## src/rtl/line_follow_sequencer.sv

```systemverilog
// Purpose: turns debounced IR line classifications or manual commands into a motor direction code.
// Latency: a committed command appears on direction_command one cycle after the deciding strobe.
// Backpressure: none; strobes are consumed the cycle they arrive and ignored in states that do not use them.
module line_follow_sequencer #(
   parameter int DEBOUNCE      = 3,
   parameter int LOST_SAMPLES  = 2,
   parameter int SEARCH_CYCLES = 50_000_000,
   parameter int CNT_W         = 26
) (
   input  logic       clk,
   input  logic       reset,
   input  logic       enable,
   input  logic [7:0] sensor_pattern,
   input  logic       sensor_valid,
   input  logic       manual_en,
   input  logic [1:0] manual_cmd,
   input  logic       manual_valid,
   input  logic       resume,
   output logic [1:0] direction_command,
   output logic       cmd_changed,
   output logic [2:0] state_o
);

   localparam int DW = $clog2(DEBOUNCE + 1);
   localparam int LW = $clog2(LOST_SAMPLES + 1);
   localparam logic [DW-1:0]    DEB_MAX    = DW'(DEBOUNCE);
   localparam logic [DW-1:0]    DEB_ONE    = DW'(1);
   localparam logic [LW-1:0]    LOST_MAX   = LW'(LOST_SAMPLES);
   localparam logic [CNT_W-1:0] TIMER_LAST = CNT_W'(SEARCH_CYCLES - 1);
   localparam logic [1:0]       CMD_STOP   = 2'd3;

   typedef enum logic [2:0] {
      IDLE   = 3'd0,
      TRACK  = 3'd1,
      SEARCH = 3'd2,
      HALT   = 3'd3,
      MANUAL = 3'd4
   } state_t;

   state_t           state;
   logic [1:0]       last_turn;
   logic [1:0]       cand;
   logic [DW-1:0]    cnt;
   logic [LW-1:0]    lost_cnt;
   logic [CNT_W-1:0] timer;
   logic [1:0]       prev_command;

   logic             left_seen;
   logic             right_seen;
   logic             lost;
   logic [1:0]       cls;
   logic [DW-1:0]    cnt_inc;
   logic [LW-1:0]    lost_inc;
   logic             commit_now;

   assign state_o     = state;
   assign cnt_inc     = cnt + 1'b1;
   assign lost_inc    = lost_cnt + 1'b1;
   assign cmd_changed = (direction_command != prev_command);

   // Classify the pattern: both edges -> stop, one edge -> turn toward it, centre only -> straight.
   always_comb begin
      left_seen  = |sensor_pattern[7:5];
      right_seen = |sensor_pattern[2:0];
      lost       = (sensor_pattern == 8'h00);
      if (left_seen && right_seen) begin
         cls = 2'd3;
      end else if (left_seen) begin
         cls = 2'd2;
      end else if (right_seen) begin
         cls = 2'd1;
      end else begin
         cls = 2'd0;
      end
   end

   // A tracked sample commits when it is the one that lifts the matching run to DEBOUNCE;
   // the committed value is always the current class (it equals cand on a match).
   always_comb begin
      commit_now = 1'b0;
      if (state == TRACK && sensor_valid && !lost) begin
         if (cls == cand) begin
            commit_now = (cnt != DEB_MAX) && (cnt_inc == DEB_MAX);
         end else begin
            commit_now = (DEB_MAX == DEB_ONE);
         end
      end
   end

   // Main sequencer: enable and manual override take priority over the per-state rules.
   always_ff @(posedge clk) begin
      if (reset) begin
         state             <= IDLE;
         direction_command <= CMD_STOP;
         last_turn         <= 2'd1;
         cand              <= '0;
         cnt               <= '0;
         lost_cnt          <= '0;
         timer             <= '0;
      end else if (!enable) begin
         state             <= IDLE;
         direction_command <= CMD_STOP;
         cand              <= '0;
         cnt               <= '0;
         lost_cnt          <= '0;
      end else if (manual_en) begin
         if (state != MANUAL) begin
            state             <= MANUAL;
            direction_command <= CMD_STOP;
            cand              <= '0;
            cnt               <= '0;
            lost_cnt          <= '0;
         end else if (manual_valid) begin
            direction_command <= manual_cmd;
         end
      end else begin
         case (state)
            IDLE, MANUAL: begin
               state             <= TRACK;
               direction_command <= CMD_STOP;
               cand              <= '0;
               cnt               <= '0;
               lost_cnt          <= '0;
            end
            HALT: begin
               if (resume) begin
                  state             <= TRACK;
                  direction_command <= CMD_STOP;
                  cand              <= '0;
                  cnt               <= '0;
                  lost_cnt          <= '0;
               end
            end
            TRACK: begin
               if (sensor_valid) begin
                  if (lost) begin
                     // Lost samples do not disturb the debounce run in progress.
                     lost_cnt <= lost_inc;
                     if (lost_inc == LOST_MAX) begin
                        state             <= SEARCH;
                        timer             <= '0;
                        direction_command <= last_turn;
                     end
                  end else begin
                     lost_cnt <= '0;
                     if (cls == cand) begin
                        if (cnt != DEB_MAX) begin
                           cnt <= cnt_inc;
                        end
                     end else begin
                        cand <= cls;
                        cnt  <= DEB_ONE;
                     end
                     if (commit_now) begin
                        direction_command <= cls;
                        if (cls == 2'd1 || cls == 2'd2) begin
                           last_turn <= cls;
                        end
                     end
                  end
               end
            end
            SEARCH: begin
               timer <= timer + 1'b1;
               // Reacquiring the line wins over a timeout landing on the same cycle.
               if (sensor_valid && !lost) begin
                  state             <= TRACK;
                  direction_command <= cls;
                  cand              <= cls;
                  cnt               <= DEB_MAX;
                  lost_cnt          <= '0;
                  if (cls == 2'd1 || cls == 2'd2) begin
                     last_turn <= cls;
                  end
               end else if (timer == TIMER_LAST) begin
                  state             <= HALT;
                  direction_command <= CMD_STOP;
                  cand              <= '0;
                  cnt               <= '0;
                  lost_cnt          <= '0;
               end
            end
            default: begin
               state             <= IDLE;
               direction_command <= CMD_STOP;
               cand              <= '0;
               cnt               <= '0;
               lost_cnt          <= '0;
            end
         endcase
      end
   end

   // Previous-cycle command, so cmd_changed flags exactly the cycles carrying a new value.
   always_ff @(posedge clk) begin
      if (reset) begin
         prev_command <= CMD_STOP;
      end else begin
         prev_command <= direction_command;
      end
   end

endmodule

```

## config.mk

```make
export PLATFORM = sky130hd
export DESIGN_NAME = line_follow_sequencer
export DESIGN_NICKNAME = d
export VERILOG_FILES = /design/src/rtl/line_follow_sequencer.sv
export SDC_FILE = /design/constraint.sdc
export NUM_CORES = 1
export LEC_CHECK = 0
export ABC_AREA = 1
export CORE_ASPECT_RATIO = 0.9
export CORE_MARGIN = 2
export CORE_UTILIZATION = 59
export CTS_CLUSTER_SIZE = 20
export DETAILED_ROUTE_END_ITERATION = 8
export PLACE_DENSITY = 0.84
export SYNTH_ARGS = -nofsm -noshare
export SYNTH_HDL_FRONTEND = slang
export SYNTH_SLANG_ARGS = --single-unit
```

## constraint.sdc

```tcl
create_clock -name clk -period 2.4 [get_ports clk]
set_clock_uncertainty 0.2 [all_clocks]
set_input_delay 0.24 -clock clk [delete_from_list [all_inputs] [get_ports clk]]
set_output_delay 0.24 -clock clk [all_outputs]
set_load 0.005 [all_outputs]
```

# Word level (Yosys, flattened, before mapping)
# Index checks and enable logic that the tools add are counted.
# totals
ff_bits	41
inputBits	17
output_inout_bits	6
wordCells	121
# op_classes
n_addsub	3
n_eq_ne	31
mux	56
bitwise_logic	2
n_reduce_logical	21
# ops
cell	n
26-bit 2-to-1 mux	3
2-bit 2-to-1 mux	35
26-bit case mux with 2 select lines	1
6-bit AND reduction	5
26-bit by 1-bit adder with 26-bit output (second input constant)	1
26-bit equality test (second input constant)	1
3-bit 2-to-1 mux	8
2-bit case mux with 3 select lines	4
3-bit inequality test (second input constant)	6
2-bit inequality test (second input constant)	6
3-bit case mux with 4 select lines	1
8-bit zero test	1
4-bit by 3-bit inequality test with 1-bit output (second input constant)	2
4-bit inequality test (second input constant)	2
7-bit AND reduction	1
2-bit equality test (second input constant)	3
3-bit by 2-bit equality test with 1-bit output (second input constant)	2
3-bit OR reduction	2
1-bit logical AND	5
2-bit by 1-bit adder with 2-bit output (second input constant)	2
2-bit by 1-bit inequality test with 1-bit output (second input constant)	2
2-bit case mux with 2 select lines	1
4-bit AND reduction	1
2-bit OR reduction	2
other kinds (13)	16

# Depth between registers and ports, before layout
# Gate-level depths: netlist of the first run.
# depth
ltp_word	12
mapped_depth	14
ltp_nobuf	14

# Worst setup path before layout of the first run
# No wires, ideal clock.
# synth_path
kind	input to register
from	in sensor_pattern[5]
to	reg direction_command[1]
setup_ps	117
arrival_time_ps	1442
required_time_ps	2083
path_slack_ps	641
stages	13
n_path_buf	0
cell_sequence	nor3_1 > inv_1 > ha_1 > inv_1 > nand3_1 > nand2_1 > nand2_1 > nor2_1 > nand2_1 > nand2_1 > nand2_1 > a21oi_1 > nand2_1
# synth_between
elab_chain_cells	8
word_cells_on_any_way	21
cone_classes	eq/ne: 4; mux: 10; reduce/logical: 7
# synth_lines
element	line	source
start, declared	13	input logic [7:0] sensor_pattern,
3-bit OR reduction	63	left_seen = |sensor_pattern[7:5];
2-bit 2-to-1 mux / 1-bit logical AND (equally long branches)	68, 66	
2-bit 2-to-1 mux	66	if (left_seen && right_seen) begin
2-bit equality test / 2-bit 2-to-1 mux (equally long branches)	82, 154	
1-bit 2-to-1 mux / 2-bit 2-to-1 mux (equally long branches)	82, 136	
1-bit 2-to-1 mux / 2-bit 2-to-1 mux (equally long branches)	81, 135	
4-bit inequality test (no line) / 2-bit case mux with 3 select lines (equally long branches)	-	
6-bit AND reduction (no line) / 2-bit 2-to-1 mux (equally long branches)	-	
end signal, assigned	114	direction_command <= manual_cmd;
end signal, assigned	142	direction_command <= last_turn;
end signal, assigned	155	direction_command <= cls;
end, declared	19	output logic [1:0] direction_command,
# Several ways; a longest one is shown, not always the timed one. The select of a mux whose other input is x is not followed.
# A chain may end at the register's enable or synchronous reset.

# Worst setup path after layout of the first run
# layout_path
from	in sensor_pattern[5]
to	reg cand[0]
# layout_between
elab_chain_cells	8
word_cells_on_any_way	18
cone_classes	eq/ne: 4; mux: 8; reduce/logical: 6
# layout_lines
element	line	source
3-bit OR reduction	63	
2-bit 2-to-1 mux / 1-bit logical AND (equally long branches)	68, 66	
2-bit 2-to-1 mux	66	
2-bit 2-to-1 mux	146	if (cls == cand) begin
2-bit 2-to-1 mux	136	if (lost) begin
2-bit 2-to-1 mux	135	if (sensor_valid) begin
2-bit case mux with 3 select lines	117	case (state)
2-bit 2-to-1 mux	106	end else if (manual_en) begin
end signal, assigned	151	cand <= cls;
end signal, assigned	169	cand <= cls;
end, declared	42	logic [1:0] cand;
# Several ways; a longest one is shown, not always the timed one. The select of a mux whose other input is x is not followed.

==> summary.txt, run 1 <==
GLOBAL ROUTE
-------------------------------------------------------------------------------------
Number of antenna violations at the first check in global routing                   0
Total Routing Usage GR                                                          27.1%
First-pass GRT wire length                                               12,100 microns
Total grt overflow                                                                  0
Via count of the first global-routing pass                                      2,733
Maximum number of pins on one net before global-route repair                       35

RUN STATUS
-------------------------------------------------------------------------------------
Run status                                                               complete, no violations

CELLS AND AREA
-------------------------------------------------------------------------------------
Share of cells above drive strength 1                                           7.98%
Number of nets in the layout                                                      547
Area Overhead vs Synth                                                          15.1%
Antenna fix cells                                                                   0
Layout Cell Area excl Fill                                                 3310 sq um
Top library cells by usage in the layout, fill and taps aside            134 x nand2_1, 114 x nor2_1, 58 x inv_1
Most common library cell in the layout ignoring fill and taps                 nand2_1
Share of the core filled with cells                                             69.4%

CLOCKING
-------------------------------------------------------------------------------------
Number of buffers inserted during clock tree synthesis                              5
Hold-fix buffers at CTS                                                             0
Maximum level of the CTS H-tree                                                     2
Buffer depth of the longest clock path                                              2
Clk root buf                                                                 clkbuf_8
Clock-pin slew of the registers on the worst-case setup and hold paths        0.08 ns
Clock latency on the worst-skew pair                                          0.30 ns
Num Clock Sinks                                                                    41
Post-CTS resize count                                                               0
CTS tree                                                                         done
Post-CTS setup buffers                                                              0

PLACED DESIGN
-------------------------------------------------------------------------------------
Detail Placement HPWL                                                    5340 microns
Count of port buffers added during placement                                       22
Worst Setup Slack post-DPL                                                 -0.0311 ns
Post-placement cell area                                                   3200 sq um
Final weighted congestion in routability-driven placement                       0.957

FLOORPLAN
-------------------------------------------------------------------------------------
Full die area                                                              5450 sq um
Die extent in y                                                          70.2 microns
Die extent in x                                                          77.6 microns
Number of core rows                                                                24
Ports                                                                              23
Placeable Area                                                             4770 sq um
Initial core utilization                                                        60.2%

STA
-------------------------------------------------------------------------------------
Period utilization                                                              89.6%
Crit path setup slack, layout                                                0.250 ns
Final Hold Violating Endpoints                                                      0
Number of setup violations in the final report                                      0
RSZ-0062 raised after global routing                                               no
Highest attainable clock frequency                                            465 MHz
Max transition margin                                                           74.0%
Final Max Slew Viols                                                                0
Worst Tran Pin Value                                                         0.386 ns
Time the final worst path needs with I/O delays and setup                     2.15 ns

DRT
-------------------------------------------------------------------------------------
Detailed Routing Iterations Pass 1                                                  5
Remaining routing DRC violations                                                    0
Total number of vias                                                            3,077
Iteration-0 DRC Markers                                                           307
Wire length per cell after detailed routing                              11.9 microns
Total wirelength of the detailed-routed design                           7060 microns
Via density per instance                                                         5.21
Final ANT Viol Nets                                                                 0

SYNTH
-------------------------------------------------------------------------------------
Total nets after synthesis                                                        517
Mean cell area of the mapped netlist                                       5.81 sq um
Synthesized netlist cell count                                                    495
Count of unique library cells instantiated by Yosys                                31
FF+latch count, synth                                                              41
Synthesis Warnings                                                                  0
Post-synthesis sequential area ratio                                            28.5%
Synthesized area                                                           2880 sq um

POWER
-------------------------------------------------------------------------------------
Power per Cell Area                                                       432 nW/um^2
Leakage power                                                                 1.37 nW
Sum of internal, switching and leakage power                                  1.43 mW
VDD IR-drop max                                                                446 uV

RUN
-------------------------------------------------------------------------------------
Maximum Capacitance Violations                                                      0

CRITICAL PATH
-------------------------------------------------------------------------------------
Data arrival time of the critical path                                        2.15 ns
Number of cell instances on the worst register-to-register path                    12
Critical path data required time                                              2.40 ns
CP Launch Type                                                             input port
Kind of critical path                                                          in2reg
Endpoint type of the worst setup path                                            flop
Maximum net fanout on the critical path                                             4

WORST HOLD PATH
-------------------------------------------------------------------------------------
Hold depth                                                                          2
HP Class                                                                      reg2reg

## through the flow
stage | hold WS (ns) | instances | setup TNS [ns]
after global placement | 0.248 | 583 | 0
after detailed placement | 0.250 | 583 | -0.0904
after global routing | 0.291 | 591 | 0
after CTS | 0.262 | 591 | 0
final | 0.258 | 591 | 0
after floorplan | 0.144 | 495 | 0
## metal layers
metal / up-vias / track usage [%] / part of all wire [%] / wire (microns)
met5: - / 0 / 0 / 0
met4: 0 / 6.35 / 0.67 / 47
met3: 6 / 4.65 / 7.7 / 544
met2: 124 / 42.1 / 43 / 3010
met1: 1349 / 39.2 / 49 / 3460
li1: 1598 / - / - / -
## registers in the layout, summed over array words and instances, names as in the netlist
| signal | cells |
|---|---|
| prev_command | 2 |
| cnt | 2 |
| state_o | 3 |
| lost_cnt | 2 |
| cand | 2 |
| direction_command | 2 |
| last_turn | 2 |
| timer | 26 |
## final timing paths
| check | from | slack (ns) | endpoint |
|---|---|---|---|
| worst max-delay path | sensor_pattern[5] | 0.25 | cand[0] |
| worst min-delay path | lost_cnt[1] | 0.26 | lost_cnt[1] |
| worst max register to register | timer[0] | 0.28 | direction_command[1] |
| worst min register to register | lost_cnt[1] | 0.26 | lost_cnt[1] |
## cell usage after synthesis, drive strengths merged
master	n	area share, %
o21ai	13	2.5
a21oi	21	3.7
nand3b	2	0.52
or2	4	0.87
nand4	8	1.7
nand3	40	7.1
xor2	9	2.7
o21bai	1	0.26
buf	5	1.3
nor4	1	0.22
xnor2	4	1.2
nand2	139	19
inv	63	8.2
dfxtp	41	29
clkbuf	3	0.39
o211ai	1	0.26
ha	5	2.2
nor3	12	2.3
nor2	123	17
## kinds of logic (layout without fill, tap and decap cells)
logic type      count (synthesis)  in the layout  synth area share, %
simple gates                  329            329                 48.7
buf+inv                        71            102                 9.96
flops                          41             41                 28.5
compound gates                 36             36                 6.70
xor+xnor                       13             13                 3.96
fa+ha+maj                       5              5                 2.17
## where the power goes
group          internal (mW)  switching (mW)  total, mW  leakage (nW)
logic                 0.0631          0.0827      0.146         0.976
registers              0.686         0.00622      0.693         0.331
clock network          0.340           0.253      0.593        0.0585
total                   1.09           0.342       1.43          1.37
## critical path: stages
cell             delay [ns]
clkdlybuf4s50_1        0.44
nor3_1                 0.19
inv_1                  0.07
ha_1                   0.19
inv_1                  0.06
nand3_1                0.10
nand2_1                0.07
nand2_1                0.04
nor2_1                 0.20
nand2_1                0.14
nand4_1                0.20
nand2_1                0.08
nand2_1                0.07
nor2_1                 0.04
## final cells by class
class | instances | area (sq um)
Clock buffer | 7 | 86.3
Clock inverter | 1 | 30.0
Fill cell | 439 | 1460
Inverter | 63 | 236
Multi-Input combinational cell | 383 | 1770
Sequential cell | 41 | 821
Tap cell | 65 | 81.3
Timing Repair Buffer | 31 | 288
No activity file was read; power rests on OpenSTA's default activity.
==> run 2, diff against run 1 <==
CORE_UTILIZATION = 45   (was 59)
GPL_ROUTABILITY_DRIVEN = 0   (was unset)
PLACE_DENSITY = 0.67   (was 0.84)
==> run 2 against run 1 <==
  * Hold slack about the same
  * Utilization down 15 points
  * Via count down 0.39%
  * Register-to-register slack worse by 0.02 ns
  * Critical path depth down 2
  * Setup slack better by 0.0060 ns
  * First-iteration DRC count down 22%
  * Final area up 0.38%
  * Flip-flop and latch count unchanged
  * Fmax up 0.28%
  * Total power down 0.14%
  * Clock power about the same
==> summary.txt, run 2 (synthesized netlist as in run 1, its figures left out) <==
CLOCKING
-------------------------------------------------------------------------------------
Post-CTS resize count                                                               0   unchanged
Clock-pin slew of the registers on the worst-case setup and hold paths        0.09 ns   about the same
Clk root buf                                                                 clkbuf_8
Number of buffers inserted during clock tree synthesis                              5   unchanged
Clock latency on the worst-skew pair                                          0.30 ns   about the same
Num Clock Sinks                                                                    41   unchanged
Hold-fix buffers at CTS                                                             0   unchanged
Maximum level of the CTS H-tree                                                     2   unchanged
Post-CTS setup buffers                                                              0   unchanged
Buffer depth of the longest clock path                                              2   unchanged
CTS tree                                                                         done

STA
-------------------------------------------------------------------------------------
Final Hold Violating Endpoints                                                      0   unchanged
Number of setup violations in the final report                                      0   unchanged
Final Max Slew Viols                                                                0   unchanged
Highest attainable clock frequency                                            466 MHz   +0.28%
Worst Tran Pin Value                                                         0.489 ns   +0.102 ns
Period utilization                                                              89.3%   -0.25 points
Time the final worst path needs with I/O delays and setup                     2.14 ns   -0.00603 ns
RSZ-0062 raised after global routing                                               no
Max transition margin                                                           67.1%   -6.9 points
Total Negative Setup Slacks                                                      0 ns   unchanged

RUN STATUS
-------------------------------------------------------------------------------------
Run status                                                               complete, no violations

DRT
-------------------------------------------------------------------------------------
Total number of vias                                                            3,065   -0.39%
Iteration-0 DRC Markers                                                           238   -22%
Detailed Routing Iterations Pass 1                                                  7   +2
Wire length per cell after detailed routing                              11.8 microns   -1.5%
Total wirelength of the detailed-routed design                           7190 microns   +1.9%
Via density per instance                                                         5.02   -3.7%
Remaining routing DRC violations                                                    0   unchanged
Final ANT Viol Nets                                                                 0   unchanged

FLOORPLAN
-------------------------------------------------------------------------------------
Die extent in x                                                          88.3 microns   +14%
Placeable Area                                                             6150 sq um   +29%
Full die area                                                              7050 sq um   +29%
Initial core utilization                                                        46.8%   -13 points
Ports                                                                              23   unchanged
Die extent in y                                                          79.9 microns   +14%
Number of core rows                                                                27   +13%

PLACED DESIGN
-------------------------------------------------------------------------------------
Count of port buffers added during placement                                       22   unchanged
Detail Placement HPWL                                                    5650 microns   +5.8%

POWER
-------------------------------------------------------------------------------------
Leakage power                                                                 1.36 nW   -0.70%
Net switching component of the power                                         0.340 mW   -0.52%
Reg power frac                                                                  48.5%   about the same
Switching fraction of total power                                               23.8%   -0.090 points
Combinational power share                                                       10.2%   about the same
Power per Cell Area                                                       430 nW/um^2   -0.52%
VDD IR-drop max                                                                250 uV   -44%
Sum of internal, switching and leakage power                                  1.43 mW   -0.14%
Part of the power in the clock network                                          41.4%   about the same
Internal portion of total power                                               1.09 mW   about the same

RUN
-------------------------------------------------------------------------------------
Maximum Capacitance Violations                                                      0   unchanged

GLOBAL ROUTE
-------------------------------------------------------------------------------------
First-pass GRT wire length                                               12,500 microns   +3.5%
Number of antenna violations at the first check in global routing                   0   unchanged
Total grt overflow                                                                  0   unchanged
Via count of the first global-routing pass                                      2,714   -0.70%
Total Routing Usage GR                                                          22.3%   -4.8 points
Maximum number of pins on one net before global-route repair                       35   unchanged

CELLS AND AREA
-------------------------------------------------------------------------------------
Max FFs per register                                                               26   unchanged
Top reg by flops                                                                timer
Most common library cell in the layout ignoring fill and taps                 nand2_1
Top library cells by usage in the layout, fill and taps aside            134 x nand2_1, 114 x nor2_1, 58 x inv_1
Number of nets in the layout                                                      545   -0.37%
Area Overhead vs Synth                                                          15.6%
Antenna fix cells                                                                   0   unchanged
# fillers                                                                         668   +52%
Share of cells above drive strength 1                                           7.63%   -0.35 points

CRITICAL PATH
-------------------------------------------------------------------------------------
CP Launch Type                                                                   flop
Kind of critical path                                                         reg2reg
Endpoint type of the worst setup path                                            flop
Data arrival time of the critical path                                        2.14 ns   about the same
Maximum net fanout on the critical path                                             7   +3
Critical path data required time                                              2.40 ns   about the same

WORST HOLD PATH
-------------------------------------------------------------------------------------
HP Class                                                                      reg2reg

-- run 2: changes by cell type in the layout (fill, tap and decap cells not counted), sizes merged --
cell / previous run / this run
buf: 9 / 7
-- run 2: cell type report --
cell class | instances | area, sq um | share of cell area (%)
multi-input combinational | 383 | 1770 | 53.2
sequential | 41 | 821 | 24.7
timing repair buffer | 29 | 273 | 8.20
inverter | 63 | 236 | 7.11
tap | 87 | 109 | 3.27
clock buffer | 7 | 86.3 | 2.60
clock inverter | 1 | 30.0 | 0.903
-- run 2: through the flow --
step	area [sq um]	std cells	hold slack [ns]	setup slack (ns)	utilization, %
3_3_place_gp	3210	603	0.250	0.0739	52.2
4_1_cts	3320	611	0.265	0.287	54.1
3_5_place_dp	3210	603	0.254	-0.0187	52.2
2_1_floorplan	2880	495	0.144	0.641	-
6_report	3320	611	0.259	0.256	54.1
5_1_grt	3320	611	0.295	0.0788	54.1
-- run 2: routing by layer --
metal	part of all wire, %	global-route usage, %	vias up	wire length (microns)
met5	0	0	-	0
met4	0.50	3.48	0	36
met3	6.9	3.10	4	499
met2	41	33.5	93	2940
met1	52	34.0	1370	3720
li1	-	-	1598	-
-- run 2: worst max-delay path, cell delays in order, from the launching register on --
cell	delay, ns
dfxtp_1	0.45
ha_1	0.26
nand2_1	0.12
inv_1	0.07
nand2_1	0.10
nor2_2	0.13
inv_1	0.05
nor2_1	0.09
nor2_1	0.05
nor2_1	0.20
nand2_1	0.13
a21oi_1	0.14
nand2_1	0.05
-- run 2: power groups by stage --
stage | clock, mW | combinational (mW) | sequential, mW
floorplan | 0 | 0.0796 | 0.708
global placement | 0 | 0.142 | 0.709
detailed placement | 0 | 0.144 | 0.709
CTS | 0.606 | 0.145 | 0.693
global route | 0.636 | 0.163 | 0.694
finish | 0.591 | 0.145 | 0.693
-- run 2: final timing paths --
kind,slack [ns],cells past startpoint,start,endpoint
max,0.26,12,timer[0],direction_command[1]
min,0.26,2,lost_cnt[1],lost_cnt[1]
max reg2reg,0.26,12,timer[0],direction_command[1]
min reg2reg,0.26,2,lost_cnt[1],lost_cnt[1]
==> run 3, diff against run 2 <==
RECOVER_POWER = 50   (was unset)
SLEW_MARGIN = 5   (was unset)
==> run 3 against run 2 <==
  * First-iteration DRC count is 12% higher
  * Via count is 0.62% lower
  * Critical path type unchanged
  * Flip-flop and latch count unchanged
  * Wire length increased by 0.13%
==> summary.txt, run 3 (synthesized netlist as in run 1, its figures left out) <==
CELLS AND AREA
-------------------------------------------------------------------------------------
Antenna fix cells                                                                   0   unchanged
Share of cells above drive strength 1                                           7.25%   -0.38 points
Top library cells by usage in the layout, fill and taps aside            135 x nand2_1, 114 x nor2_1, 58 x inv_1
Share of the core filled with cells                                             54.0%   -0.10 points
Layout Cell Area excl Fill                                                 3320 sq um   -0.19%
Max FFs per register                                                               26   unchanged
Area Overhead vs Synth                                                          15.4%
Most common library cell in the layout ignoring fill and taps                 nand2_1
Top reg by flops                                                                timer
Number of nets in the layout                                                      545   unchanged

GLOBAL ROUTE
-------------------------------------------------------------------------------------
Total Routing Usage GR                                                          22.3%   unchanged
Maximum number of pins on one net before global-route repair                       35   unchanged
First-pass GRT wire length                                               12,500 microns   unchanged
Via count of the first global-routing pass                                      2,714   unchanged
Number of antenna violations at the first check in global routing                   0   unchanged
Total grt overflow                                                                  0   unchanged

POWER
-------------------------------------------------------------------------------------
Combinational power share                                                        9.9%   -0.3 points
Switching fraction of total power                                               23.9%   +0.11 points
Part of the power in the clock network                                          41.5%   about the same
Power per Cell Area                                                       430 nW/um^2   about the same
VDD IR-drop max                                                                251 uV   +0.45%
Internal portion of total power                                               1.09 mW   -0.28%
Leakage power                                                                 1.36 nW   +0.17%
Net switching component of the power                                         0.341 mW   +0.32%
Reg power frac                                                                  48.5%   about the same

DRT
-------------------------------------------------------------------------------------
Via density per instance                                                         4.99   -0.62%
Final ANT Viol Nets                                                                 0   unchanged
Remaining routing DRC violations                                                    0   unchanged
Wire length per cell after detailed routing                              11.8 microns   +0.13%
Detailed Routing Iterations Pass 1                                                  5   -2
Total number of vias                                                            3,046   -0.62%
Iteration-0 DRC Markers                                                           267   +12%
Total wirelength of the detailed-routed design                           7200 microns   +0.13%

PLACED DESIGN
-------------------------------------------------------------------------------------
Count of port buffers added during placement                                       22   unchanged
Detail Placement HPWL                                                    5650 microns   unchanged
Post-placement cell area                                                   3210 sq um   unchanged

CRITICAL PATH
-------------------------------------------------------------------------------------
Kind of critical path                                                         reg2reg
Critical path data required time                                              2.40 ns   about the same
Maximum net fanout on the critical path                                             7   unchanged
Data arrival time of the critical path                                        2.14 ns   about the same
Setup slack on the worst flop-to-flop path                                    0.26 ns   about the same
Endpoint type of the worst setup path                                            flop
CP Launch Type                                                                   flop

CLOCKING
-------------------------------------------------------------------------------------
Post-CTS setup buffers                                                              0   unchanged
Post-CTS resize count                                                               0   unchanged
Hold-fix buffers at CTS                                                             0   unchanged
Number of buffers inserted during clock tree synthesis                              5   unchanged
Buffer depth of the longest clock path                                              2   unchanged
Clk root buf                                                                 clkbuf_8
Num Clock Sinks                                                                    41   unchanged
Maximum level of the CTS H-tree                                                     2   unchanged
Clock-pin slew of the registers on the worst-case setup and hold paths        0.09 ns   about the same
Clock latency on the worst-skew pair                                          0.30 ns   about the same
CTS tree                                                                         done

FLOORPLAN
-------------------------------------------------------------------------------------
Ports                                                                              23   unchanged
Die extent in x                                                          88.3 microns   unchanged
Placeable Area                                                             6150 sq um   unchanged
Number of core rows                                                                27   unchanged
Initial core utilization                                                        46.8%   unchanged
Die extent in y                                                          79.9 microns   unchanged
Full die area                                                              7050 sq um   unchanged

STA
-------------------------------------------------------------------------------------
Period utilization                                                              89.1%   -0.20 points
Final Max Slew Viols                                                                0   unchanged
Worst Tran Pin Value                                                         0.660 ns   +0.171 ns
Total Negative Setup Slacks                                                      0 ns   unchanged
Final Hold Violating Endpoints                                                      0   unchanged
Highest attainable clock frequency                                            467 MHz   +0.23%
RSZ-0062 raised after global routing                                               no
Max transition margin                                                           56.0%   -11 points
Number of setup violations in the final report                                      0   unchanged
Time the final worst path needs with I/O delays and setup                     2.14 ns   -0.00484 ns
Worst hold slack after final layout                                          0.259 ns   +0.000124 ns

WORST HOLD PATH
-------------------------------------------------------------------------------------
HP Class                                                                      reg2reg

RUN STATUS
-------------------------------------------------------------------------------------
Run status                                                               complete, no violations

RUN
-------------------------------------------------------------------------------------
Maximum Capacitance Violations                                                      0   unchanged

-- run 3: cell types whose count changed in the layout (fill, tap and decap cells not counted) --
| cell | previous run | this run |
|---|---|---|
| clkdlybuf4s50_1 | 22 | 15 |
| dlygate4sd3_1 | 0 | 7 |
| buf_4 | 7 | 6 |
| clkbuf_1 | 1 | 2 |
| nand2_1 | 134 | 135 |
| nand2_2 | 4 | 3 |
| o21ai_0 | 9 | 10 |
| o21ai_1 | 2 | 1 |
-- run 3: layer usage --
metal  track usage, %  routed length, microns  up-vias
li1                 -                       -     1597
met5                0                       0        -
met2             33.5                    2930       86
met4             3.48                      36        0
met1             34.0                    3780     1359
met3             3.10                     457        4
-- run 3: path summary, 6_finish.rpt --
| check | startpoint | end | cells past startpoint |
|---|---|---|---|
| min | lost_cnt[1] | lost_cnt[1] | 2 |
| max reg2reg | timer[0] | direction_command[1] | 12 |
| max | timer[0] | direction_command[1] | 12 |
| min reg2reg | lost_cnt[1] | lost_cnt[1] | 2 |
-- run 3: critical path, stage by stage (launching register included) --
cell and delay [ns]:
dfxtp_1 0.46, ha_1 0.26, nand2_1 0.12, inv_1 0.07, nand2_1 0.10, nor2_2 0.13
inv_1 0.05, nor2_1 0.09, nor2_1 0.05, nor2_1 0.20, nand2_1 0.13, a21oi_1 0.14
nand2_1 0.05
-- run 3: power groups by stage --
stage | Sequential, mW | Clock [mW] | Combinational [mW]
2_1_floorplan | 0.708 | 0 | 0.0796
3_5_place_dp | 0.709 | 0 | 0.144
3_3_place_gp | 0.709 | 0 | 0.142
4_1_cts | 0.693 | 0.606 | 0.145
6_report | 0.692 | 0.593 | 0.142
5_1_grt | 0.694 | 0.636 | 0.160
-- run 3: area by class of cell --
type	count	area (sq um)
clock buffers	7	86.3
clock inverters	1	30.0
fillers	670	2830
inverters	63	236
multi-input cells	383	1770
flip-flops and latches	41	821
well taps	87	109
repair buffers	29	269
-- run 3: through the flow --
stage / setup WS [ns] / power [mW] / cells
2_1_floorplan: 0.641 / 0.787 / 495
3_3_place_gp: 0.0739 / 0.851 / 603
3_5_place_dp: -0.0187 / 0.853 / 603
4_1_cts: 0.287 / 1.44 / 611
5_1_grt: 0.0412 / 1.49 / 611
6_report: 0.261 / 1.43 / 611
